<file path="src/rtl/stopwatch_counter.sv">
// stopwatch_counter: BCD stopwatch SS.hh (00.00..99.99) for endless mode.
// Prescaled 1/100 s tick, 4-digit BCD carry chain, start/stop/clear control.
//
// Ports:
//   clk          system clock, posedge
//   rst_n        asynchronous active-low reset
//   level [1:0]  game mode; counting only when level == `STATE_ENDLESS
//   start        pulse: begin/resume counting from IDLE or PAUSE
//   stop         pulse: pause counting while in RUN
//   clear        pulse: zero digits and prescaler, go to IDLE
//   sec_ten      seconds tens digit (BCD)
//   sec_uni      seconds units digit (BCD)
//   msec_ten     tenths digit (BCD)
//   msec_uni     hundredths digit (BCD)
//   running      1 while in RUN
//   max_reached  1 while in FULL (99.99 held)

`ifndef STATE_ENDLESS
`define STATE_ENDLESS 2'd3
`endif

module stopwatch_counter #(
    parameter int TICK_DIV = 1000000,
    parameter int DIV_W    = 20
) (
    input  logic       clk,
    input  logic       rst_n,
    input  logic [1:0] level,
    input  logic       start,
    input  logic       stop,
    input  logic       clear,
    output logic [3:0] sec_ten,
    output logic [3:0] sec_uni,
    output logic [3:0] msec_ten,
    output logic [3:0] msec_uni,
    output logic       running,
    output logic       max_reached
);

    typedef enum logic [1:0] {
        S_IDLE,
        S_RUN,
        S_PAUSE,
        S_FULL
    } state_t;

    localparam logic [DIV_W-1:0] PRE_MAX =
        DIV_W'(TICK_DIV - 1);
    localparam logic [DIV_W-1:0] PRE_ONE =
        DIV_W'(1);

    state_t           state;
    state_t           state_nx;
    logic [DIV_W-1:0] pre;
    logic [DIV_W-1:0] pre_nx;
    logic [3:0]       d3_nx;
    logic [3:0]       d2_nx;
    logic [3:0]       d1_nx;
    logic [3:0]       d0_nx;

    logic       endless;
    logic       tick;
    logic       c0;
    logic       c1;
    logic       c2;
    logic [3:0] i0;
    logic [3:0] i1;
    logic [3:0] i2;
    logic [3:0] i3;
    logic       last_step;

    assign endless = (level == `STATE_ENDLESS);
    assign tick    = (pre == PRE_MAX);

    // BCD ripple: each digit wraps 9->0 and carries upward.
    assign c0 = (msec_uni == 4'd9);
    assign c1 = c0 && (msec_ten == 4'd9);
    assign c2 = c1 && (sec_uni == 4'd9);

    assign i0 = c0 ? 4'd0 : msec_uni + 4'd1;
    assign i1 = c0 ? (msec_ten == 4'd9 ? 4'd0
                                       : msec_ten + 4'd1)
                   : msec_ten;
    assign i2 = c1 ? (sec_uni == 4'd9 ? 4'd0
                                      : sec_uni + 4'd1)
                   : sec_uni;
    assign i3 = c2 ? (sec_ten == 4'd9 ? 4'd0
                                      : sec_ten + 4'd1)
                   : sec_ten;

    // The increment from 99.98 lands on 99.99 and freezes there.
    assign last_step = ({sec_ten, sec_uni,
                         msec_ten, msec_uni} == 16'h9998);

    always_comb begin
        state_nx = state;
        pre_nx   = pre;
        d3_nx    = sec_ten;
        d2_nx    = sec_uni;
        d1_nx    = msec_ten;
        d0_nx    = msec_uni;

        if (clear) begin
            state_nx = S_IDLE;
            pre_nx   = '0;
            d3_nx    = 4'd0;
            d2_nx    = 4'd0;
            d1_nx    = 4'd0;
            d0_nx    = 4'd0;
        end else begin
            unique case (state)
                S_RUN: begin
                    if (stop || !endless) begin
                        state_nx = S_PAUSE;
                    end else if (tick) begin
                        pre_nx = '0;
                        d3_nx  = i3;
                        d2_nx  = i2;
                        d1_nx  = i1;
                        d0_nx  = i0;
                        if (last_step) begin
                            state_nx = S_FULL;
                        end
                    end else begin
                        pre_nx = pre + PRE_ONE;
                    end
                end
                S_IDLE, S_PAUSE: begin
                    if (start && endless) begin
                        state_nx = S_RUN;
                    end
                end
                S_FULL: begin
                    state_nx = S_FULL;
                end
                default: begin
                    state_nx = S_IDLE;
                end
            endcase
        end
    end

    always_ff @(posedge clk or negedge rst_n) begin
        if (!rst_n) begin
            state       <= S_IDLE;
            pre         <= '0;
            sec_ten     <= 4'd0;
            sec_uni     <= 4'd0;
            msec_ten    <= 4'd0;
            msec_uni    <= 4'd0;
            running     <= 1'b0;
            max_reached <= 1'b0;
        end else begin
            state       <= state_nx;
            pre         <= pre_nx;
            sec_ten     <= d3_nx;
            sec_uni     <= d2_nx;
            msec_ten    <= d1_nx;
            msec_uni    <= d0_nx;
            running     <= (state_nx == S_RUN);
            max_reached <= (state_nx == S_FULL);
        end
    end

endmodule

</file>
<file path="config.mk">
export PLATFORM = sky130hd
export DESIGN_NAME = stopwatch_counter
export DESIGN_NICKNAME = d
export VERILOG_FILES = /design/src/rtl/stopwatch_counter.sv
export SDC_FILE = /design/constraint.sdc
export NUM_CORES = 1
export LEC_CHECK = 0
export BUFFER_PORTS_ARGS = -buffer_cell sky130_fd_sc_hd__clkbuf_2
export CORE_MARGIN = 8
export CORE_UTILIZATION = 53
export DETAILED_ROUTE_END_ITERATION = 6
export HOLD_SLACK_MARGIN = 0.1
export PLACE_DENSITY = 0.8
export RECOVER_POWER = 50
export SLEW_MARGIN = 10
export SYNTH_ARGS = -nofsm -noshare
export SYNTH_HDL_FRONTEND = slang
export SYNTH_SLANG_ARGS = --single-unit
export TNS_END_PERCENT = 50
</file>
<file path="constraint.sdc">
create_clock -name clk -period 2.3 [get_ports clk]
set_clock_uncertainty 0.15 [all_clocks]
set_input_delay 0.345 -clock clk [delete_from_list [all_inputs] [get_ports clk]]
set_output_delay 0.345 -clock clk [all_outputs]
set_load 0.01 [all_outputs]
</file>
==> flow_summary.json, run 1 <==
{
  "status": "finished with violations",
  "violations": "setup timing",
  "synth_top_area_share_pct": 40.4,
  "route.detailed.drc": 0,
  "yosysSeqAreaShare_pct": 40.4,
  "numClockSinks": 40,
  "cp-end-kind": "flip-flop",
  "grt_use_total_pct": 18.4,
  "synth_fp_nets": 287,
  "ys_seq_elements": 40,
  "drt-initial-drc-count": 266,
  "clk_pin_slew_ns": 0.09,
  "core-area_sq_mm": 0.00463,
  "viasPerCell": 6.49,
  "critPathKind": "reg -> reg",
  "worst_slack_ns": -0.121,
  "die_area_sq_mm": 0.00712,
  "final_cell_mix": "40 x dfrtp_1, 38 x buf_4, 23 x a21oi_1",
  "path_max_fanout": 3,
  "area_growth_pct": 26.3,
  "h-tree-depth": 2,
  "dr.pass1.iters": 4,
  "rsz0062_at_grt": "true",
  "antenna_found_initial": 0,
  "gp_congestion": 0.832,
  "yosysUniqueCellTypes": 48,
  "critPathLaunchType": "flip-flop",
  "vias": 2507,
  "ant_nets": 0,
  "die_h_um": 84.4,
  "netlist_area_sq_mm": 0.00248,
  "min_to": "max_reached",
  "numCtsBuffers": 5,
  "min_path_cells": 2,
  "yosys.area.top_type": "dfrtp_1",
  "reg2reg_from": "pre[13]",
  "reg2reg_setup_slack_ns": -0.12,
  "r2r-end": "sec_ten[0]",
  "synth-warning-count": 0,
  "drv_slew": 0,
  "antenna_cells": 0,
  "fin_nets": 345,
  "num_rows": 25,
  "insertion_delay_ns": 0.30,
  "synth_async_sr_flop_share_pct": 100,
  "finalSetupViolations": 11,
  "layout_commonest_cell": "dfrtp_1",
  "syn_area_per_cell_sq_um": 9.07,
  "clock.fmax_ghz": 0.413,
  "grt_max_degree": 26,
  "ir_drop_v": 0.000330,
  "post-route-period-util_pct": 105,
  "place_area_sq_mm": 0.00289,
  "cts_tree": "built",
  "die_w_um": 84.4,
  "place_inst": 372,
  "required_ns": 2.35,
  "postLayoutCellArea_sq_mm": 0.00313,
  "grt_pass1_vias": 2357,
  "grt_overflow": 0,
  "stdcell_count": 386,
  "hold_viol_final": 0,
  "drt-total-wl_mm": 6.84,
  "io_pins": 25,
  "yosys-top-cells-area": "dfrtp_1 40%, a21oi_1 4.6%, ha_1 3.5%, nand2_1 3.2%, or4_1 3.0%",
  "p_per_area_mw_per_mm2": 439,
  "post-dp-hpwl_mm": 4.49,
  "drive_gt1_share_pct": 26.2,
  "slew_headroom_pct": 9.44,
  "io_buffers": 24,
  "netlist_instances": 273,
  "post-route-min-period_ns": 2.42,
  "worst_ep_arrival_time_ns": 2.47,
  "cts_root_buf": "clkbuf_8",
  "start_util_pct": 53.5,
  "synthFlopType": "dfrtp_1",
  "drv_cap": 0,
  "synth_edf_count": 0,
  "hold_path_class": "in -> reg",
  "post-place-ws_ns": -0.209,
  "post_drt_wl_per_cell_um": 17.7,
  "tightest_slew_ns": 1.36,
  "min-delay-start": "clear",
  "r2r_cells": 4,
  "grt_pass1_wl_mm": 10.8,
  "p_leak_uw": 0.00137,
  "clockBufferDepth": 2
}
-- area by class of cell --
type	instances	area, sq um
Tap cell	54	67.6
Clock inverter	3	42.5
Fill cell	369	1500
Clock buffer	5	68.8
Sequential cell	40	1000
Timing Repair Buffer	66	440
Multi-Input combinational cell	211	1480
Inverter	7	26.3
-- critical path, cell delays in order (launching register included) --
cell	delay, ns
dfrtp_1	0.38
or4_4	0.53
or4_4	0.47
or4_4	0.47
mux2_4	0.31
-- worst max path at each step --
| stage | startpoint | endpoint | slack, ns | cells after the start |
|---|---|---|---|---|
| 4_1_cts | pre[13] | msec_ten[1] | -0.14 | 5 |
| 6_report | pre[13] | sec_ten[0] | -0.12 | 4 |
| 5_1_grt | pre[13] | sec_ten[2] | -0.17 | 5 |
| 3_3_place_gp | pre[13] | sec_ten[0] | -0.17 | 4 |
| 2_1_floorplan | pre[13] | sec_ten[0] | -0.16 | 4 |
| 3_5_place_dp | pre[13] | sec_ten[2] | -0.21 | 5 |
-- per-stage QoR --
step | TNS, ns | hold WS (ns) | power [uW] | utilization [%]
floorplan | -1.08 | -0.101 | 749 | -
global placement | -0.889 | 0.232 | 783 | 62.4
detailed placement | -1.28 | 0.245 | 785 | 62.4
CTS | -0.815 | 0.180 | 1370 | 65.6
global route | -2.34 | 0.193 | 1420 | 67.6
finish | -0.755 | 0.191 | 1380 | 67.6
-- cells by family after synthesis --
group / Yosys count / synth area share [%]
AND/OR/NAND/NOR: 130 / 31.1
buffers and inverters: 22 / 3.43
XOR/XNOR: 2 / 0.707
adder cells (fa/ha/maj): 7 / 3.54
flip-flops: 40 / 40.4
AO/OA/AOI/OAI: 65 / 17.4
multiplexers: 7 / 3.48
-- cell usage after synthesis (all sizes together) (6+ instances only) --
master / n
dfrtp: 40
a21oi: 23
nand2: 21
nor2: 14
nand3: 13
or4: 12
clkbuf: 11
nand4: 10
o21ai: 10
or3: 10
nor3: 9
o31ai: 9
ha: 7
inv: 7
mux2: 7
and3: 6
nor2b: 6
nor4: 6
-- per-layer routing --
metal | part of all wire (%) | up-vias | wire [um] | global-route usage (%)
met2 | 48 | 78 | 3300 | 28.8
met4 | 1.5 | 0 | 106 | 5.83
met1 | 44 | 1245 | 2990 | 23.8
li1 | - | 1174 | - | -
met3 | 6.5 | 10 | 443 | 5.07
met5 | 0 | - | 0 | 0
-- sequential cells by signal, summed over array words and instances (netlist names) --
name         cells
pre             20
msec_ten         4
msec_uni         4
sec_ten          4
sec_uni          4
state            2
max_reached      1
running          1
-- where the power goes --
part	switching (uW)	internal (uW)	total (uW)
clock network	274	321	596
registers	1.78	704	706
logic	51.6	21.6	73.2
-- repair_timing --
item | CTS | global route
pin swaps | 2 | 2
hold endpoints to repair | 23 | 0
gates resized for setup | 6 | 19
cloned | 0 | 1
hold buffers | 1 | 0
setup endpoints to repair | 22 | 30
setup buffers | 0 | 4
Note: power is estimated with default switching activity, not from simulation.
==> inputs of run 2 (changes only) <==
==> constraint.sdc (replaced) <==
create_clock -name clk -period 2.3 [get_ports clk]
set_clock_uncertainty 0.15 [all_clocks]
set_input_delay 0.345 -clock clk [delete_from_list [all_inputs] [get_ports clk]]
set_output_delay 0.345 -clock clk [all_outputs]
set_load 0.005 [all_outputs]
==> run 2 against run 1 <==
The run still ends with setup timing left. Total power rose by 0.13%. Routed wire length barely moved. Clock power barely moved. Combinational power barely moved. Design area rose by 0.16%. Largest power group unchanged. Setup slack improved by 0.0017 ns.
==> flow_summary.json, run 2 (same netlist as run 1, synthesis figures left out) <==
{
  "clockBufferDepth": 2,
  "die_w_um": 84.4,
  "cts_root_buf": "clkbuf_8",
  "start_util_pct": 53.5,
  "hold_viol_final": 0,
  "r2r-end": "sec_ten[0]",
  "cts_tree": "built",
  "status": "finished with violations",
  "post-dp-hpwl_mm": 4.49,
  "p_int_uw": 1050,
  "min_to": "max_reached",
  "ir_drop_v": 0.000331,
  "hold_path_class": "in -> reg",
  "p_sw_share_pct": 23.9,
  "grt_overflow": 0,
  "insertion_delay_ns": 0.31,
  "power.switching_uw": 330,
  "p_seq_share_pct": 51.3,
  "reg2reg_setup_slack_ns": -0.12,
  "route.detailed.drc": 0,
  "antenna_found_initial": 0,
  "antenna_cells": 0,
  "clk_pin_slew_ns": 0.09,
  "clock.fmax_ghz": 0.413,
  "largest_reg_flops": 20,
  "fin_setup_tns_ns": -0.747,
  "rsz0062_at_grt": "true",
  "num_rows": 25,
  "io_buffers": 24,
  "p_clk_share_pct": 43.4,
  "post-route-min-period_ns": 2.42,
  "drt-total-wl_mm": 6.85,
  "drv_cap": 0,
  "min-delay-start": "clear",
  "vias": 2498,
  "drv_slew": 0,
  "post-route-period-util_pct": 105,
  "dr.pass1.iters": 4,
  "h-tree-depth": 2,
  "post_drt_wl_per_cell_um": 17.7,
  "layout_commonest_cell": "dfrtp_1",
  "io_pins": 25,
  "worst_slack_ns": -0.119,
  "finalSetupViolations": 11,
  "grt_pass1_wl_mm": 10.8,
  "drive_gt1_share_pct": 27.4,
  "required_ns": 2.35,
  "die_h_um": 84.4,
  "p_comb_share_pct": 5.3,
  "ant_nets": 0,
  "regMostFlops": "pre",
  "p_total_uw": 1380,
  "p_leak_uw": 0.00138,
  "slew_headroom_pct": 9.60,
  "min_path_cells": 2,
  "grt_pass1_vias": 2357,
  "final_cell_mix": "40 x dfrtp_1, 38 x buf_4, 23 x a21oi_1",
  "postLayoutCellArea_sq_mm": 0.00313,
  "grt_use_total_pct": 18.4,
  "reg2reg_from": "pre[13]",
  "critPathLaunchType": "flip-flop",
  "core-area_sq_mm": 0.00463,
  "area_growth_pct": 26.5,
  "tightest_slew_ns": 1.36,
  "grt_max_degree": 26,
  "holdWs_ns": 0.191,
  "numClockSinks": 40,
  "critPathKind": "reg -> reg",
  "r2r_cells": 4,
  "drt-initial-drc-count": 267,
  "cp-end-kind": "flip-flop",
  "gp_congestion": 0.832,
  "violations": "setup timing",
  "worst_ep_arrival_time_ns": 2.47,
  "numCtsBuffers": 5,
  "place_area_sq_mm": 0.00289,
  "die_area_sq_mm": 0.00712,
  "viasPerCell": 6.47,
  "path_max_fanout": 3,
  "fin_nets": 345,
  "p_per_area_mw_per_mm2": 439
}
==> run 2: cell counts in the layout (fill, tap and decap cells not counted) <==
No cell type changed its count.
==> run 2: critical path: stages, from the launching register on <==
cell,delay [ns]
dfrtp_1,0.38
or4_4,0.53
or4_4,0.47
or4_4,0.47
mux2_4,0.31
==> run 2: per-stage QoR <==
step	worst slack, ns	utilization, %	cells
2_1_floorplan	-0.156	-	273
3_3_place_gp	-0.171	62.4	372
3_5_place_dp	-0.209	62.4	372
4_1_cts	-0.138	65.6	381
5_1_grt	-0.169	67.7	386
6_report	-0.119	67.7	386
==> run 2: worst max-delay path by stage <==
stage | endpoint | depth (start not counted) | from
3_3_place_gp | sec_ten[0] | 4 | pre[13]
6_report | sec_ten[0] | 4 | pre[13]
4_1_cts | msec_ten[1] | 5 | pre[13]
5_1_grt | sec_ten[2] | 5 | pre[13]
2_1_floorplan | sec_ten[0] | 4 | pre[13]
3_5_place_dp | sec_ten[2] | 5 | pre[13]
==> run 2: per-layer routing <==
| metal | part of all wire (%) | GRT usage (%) | vias up |
|---|---|---|---|
| li1 | - | - | 1172 |
| met1 | 44 | 23.8 | 1237 |
| met2 | 48 | 28.8 | 77 |
| met3 | 6.6 | 5.07 | 12 |
| met4 | 1.7 | 5.83 | 0 |
| met5 | 0 | 0 | - |
==> run 2: layout make-up <==
class | count | area (sq um)
clock inverter | 3 | 42.5
tap | 54 | 67.6
multi-input combinational | 211 | 1480
inverter | 7 | 26.3
timing repair buffer | 66 | 445
fill | 365 | 1500
clock buffer | 5 | 68.8
sequential | 40 | 1000
==> run 2: repair_timing <==
| item | in CTS | in global routing |
|---|---|---|
| hold buffers | 1 | 0 |
| setup buffers | 0 | 4 |
| setup endpoints to repair | 22 | 30 |
| endpoints found under the hold margin | 23 | 0 |
| gates cloned | 0 | 1 |
| pin swaps | 2 | 2 |
| gates resized for setup | 6 | 19 |
==> run 2: power groups by stage <==
stage               Combinational (uW)  Sequential, uW  Clock (uW)
floorplan                         29.3             720           0
global placement                  62.6             720           0
detailed placement                64.6             720           0
CTS                               67.0             706         600
global route                      80.6             706         632
finish                            72.9             706         598
==> inputs of run 3 (changes only) <==
==> constraint.sdc (replaced) <==
create_clock -name clk -period 2.05 [get_ports clk]
set_clock_uncertainty 0.15 [all_clocks]
set_input_delay 0.3075 -clock clk [delete_from_list [all_inputs] [get_ports clk]]
set_output_delay 0.3075 -clock clk [all_outputs]
set_load 0.005 [all_outputs]
==> run 3 against run 2 <==
The flow still finishes with violations (setup timing). Worst hold slack better by 0.067 ns. Design area is 3.7% higher. Register-to-register slack lost 0.25 ns. Sequential share of layout area is 1.1 points lower. Global-route usage rose by 0.38 points. Final cell count grew 3.6%. Maximum frequency is 0.17% lower. Critical path type unchanged.
==> flow_summary.json, run 3 (same netlist as run 1, synthesis figures left out) <==
{
  "rsz0062_at_grt": "true",
  "post-route-min-period_ns": 2.42,
  "p_per_area_mw_per_mm2": 438,
  "top_layer_used": "met4",
  "ir_drop_v": 0.000269,
  "drt-initial-drc-count": 182,
  "worst_slack_ns": -0.373,
  "grt_pass1_wl_mm": 11.0,
  "hold_path_class": "in -> reg",
  "die_w_um": 84.4,
  "path_max_fanout": 3,
  "antenna_cells": 0,
  "drv_cap": 0,
  "post-dp-hpwl_mm": 4.67,
  "io_pins": 25,
  "dr_wl_met2_mm": 3.43,
  "violations": "setup timing",
  "dr.pass1.iters": 4,
  "numCtsBuffers": 5,
  "status": "finished with violations",
  "holdWs_ns": 0.259,
  "drt-total-wl_mm": 6.98,
  "drive_gt1_share_pct": 31.5,
  "min-delay-start": "clear",
  "m1WireLength_mm": 2.97,
  "required_ns": 2.09,
  "cp-startpoint": "pre[13]",
  "drv_slew": 0,
  "grt_overflow": 0,
  "route.detailed.drc": 0,
  "critPathKind": "reg -> reg",
  "start_util_pct": 53.5,
  "reg2reg_from": "pre[13]",
  "route.met3.wl_um": 410,
  "cts_tree": "built",
  "io_buffers": 24,
  "post-route-period-util_pct": 118,
  "clk_pin_slew_ns": 0.08,
  "fin_nets": 359,
  "insertion_delay_ns": 0.29,
  "antenna_found_initial": 0,
  "num_rows": 25,
  "clock.fmax_ghz": 0.413,
  "critPathLaunchType": "flip-flop",
  "h-tree-depth": 2,
  "cp-end-kind": "flip-flop",
  "ant_nets": 0,
  "fillers": 341,
  "layout_commonest_cell": "buf_4",
  "vias": 2531,
  "core-area_sq_mm": 0.00463,
  "finalSetupViolations": 34,
  "area_growth_pct": 31.2,
  "die_area_sq_mm": 0.00712,
  "post_drt_wl_per_cell_um": 17.4,
  "grt_max_degree": 26,
  "worst_ep_arrival_time_ns": 2.46,
  "cts_root_buf": "clkbuf_8",
  "viasPerCell": 6.33,
  "die_h_um": 84.4,
  "largest_reg_flops": 20,
  "tightest_slew_ns": 1.08,
  "grt_use_total_pct": 18.7,
  "grt_pass1_vias": 2287,
  "hold_viol_final": 0,
  "p_total_uw": 1420,
  "regMostFlops": "pre",
  "numClockSinks": 40,
  "clockBufferDepth": 2,
  "gp_congestion": 0.849,
  "p_leak_uw": 0.00146,
  "final_cell_mix": "52 x buf_4, 40 x dfrtp_1, 22 x a21oi_1",
  "slew_headroom_pct": 28.2
}
-- run 3: final timing paths --
path                               end  slack [ns]  cells after the start
min                        msec_uni[0]        0.26                      3
max                         sec_ten[1]       -0.37                      4
max reg2reg                 sec_ten[1]       -0.37                      4
min reg2reg                    pre[19]        0.40                      2
min in group asynchronous       pre[0]        0.58                      2
max in group asynchronous      pre[14]        0.19                      3
-- run 3: final cells by class --
cell class / count / area (sq um) / area share, %
tap: 54 / 67.6 / 2.08
sequential: 40 / 1000 / 30.8
timing repair buffer: 80 / 556 / 17.1
multi-input combinational: 211 / 1510 / 46.4
inverter: 7 / 26.3 / 0.809
clock buffer: 8 / 90.1 / 2.77
-- run 3: metrics by stage --
step	utilization [%]	cells	setup TNS, ns	area, sq um	worst slack, ns
after floorplan	-	273	-7.56	2490	-0.406
after global placement	64.8	385	-7.08	3000	-0.421
after detailed placement	64.8	385	-7.92	3000	-0.438
after CTS	67.8	395	-7.22	3140	-0.369
after global routing	70.2	400	-12.13	3250	-0.425
final	70.2	400	-8.35	3250	-0.373
-- run 3: metal layers --
layer / global-route usage (%) / vias to the layer above
li1: - / 1195
met1: 24.6 / 1222
met2: 29.7 / 99
met3: 3.71 / 15
met4: 6.80 / 0
met5: 0 / -
-- run 3: critical path, cell delays in order (launching register included) --
cell and delay, ns:
dfrtp_1 0.39, or4_4 0.54, or4_4 0.47, or4_4 0.46, mux2_4 0.31
-- run 3: timing repair --
| item | CTS | global route |
|---|---|---|
| pin swaps | 3 | 2 |
| hold buffers | 1 | 0 |
| resized for setup | 9 | 21 |
| cloned | 0 | 1 |
| hold endpoints to repair | 18 | 0 |
| setup endpoints to repair | 35 | 37 |
| setup buffers | 1 | 4 |
-- run 3: power by group --
part | internal [uW] | switching [uW] | leakage [uW] | total, uW
combinational | 24.1 | 58.7 | 0.000856 | 82.7
clock | 275 | 273 | 0.0000455 | 547
sequential | 790 | 1.26 | 0.000558 | 792
total | 1090 | 333 | 0.00146 | 1420
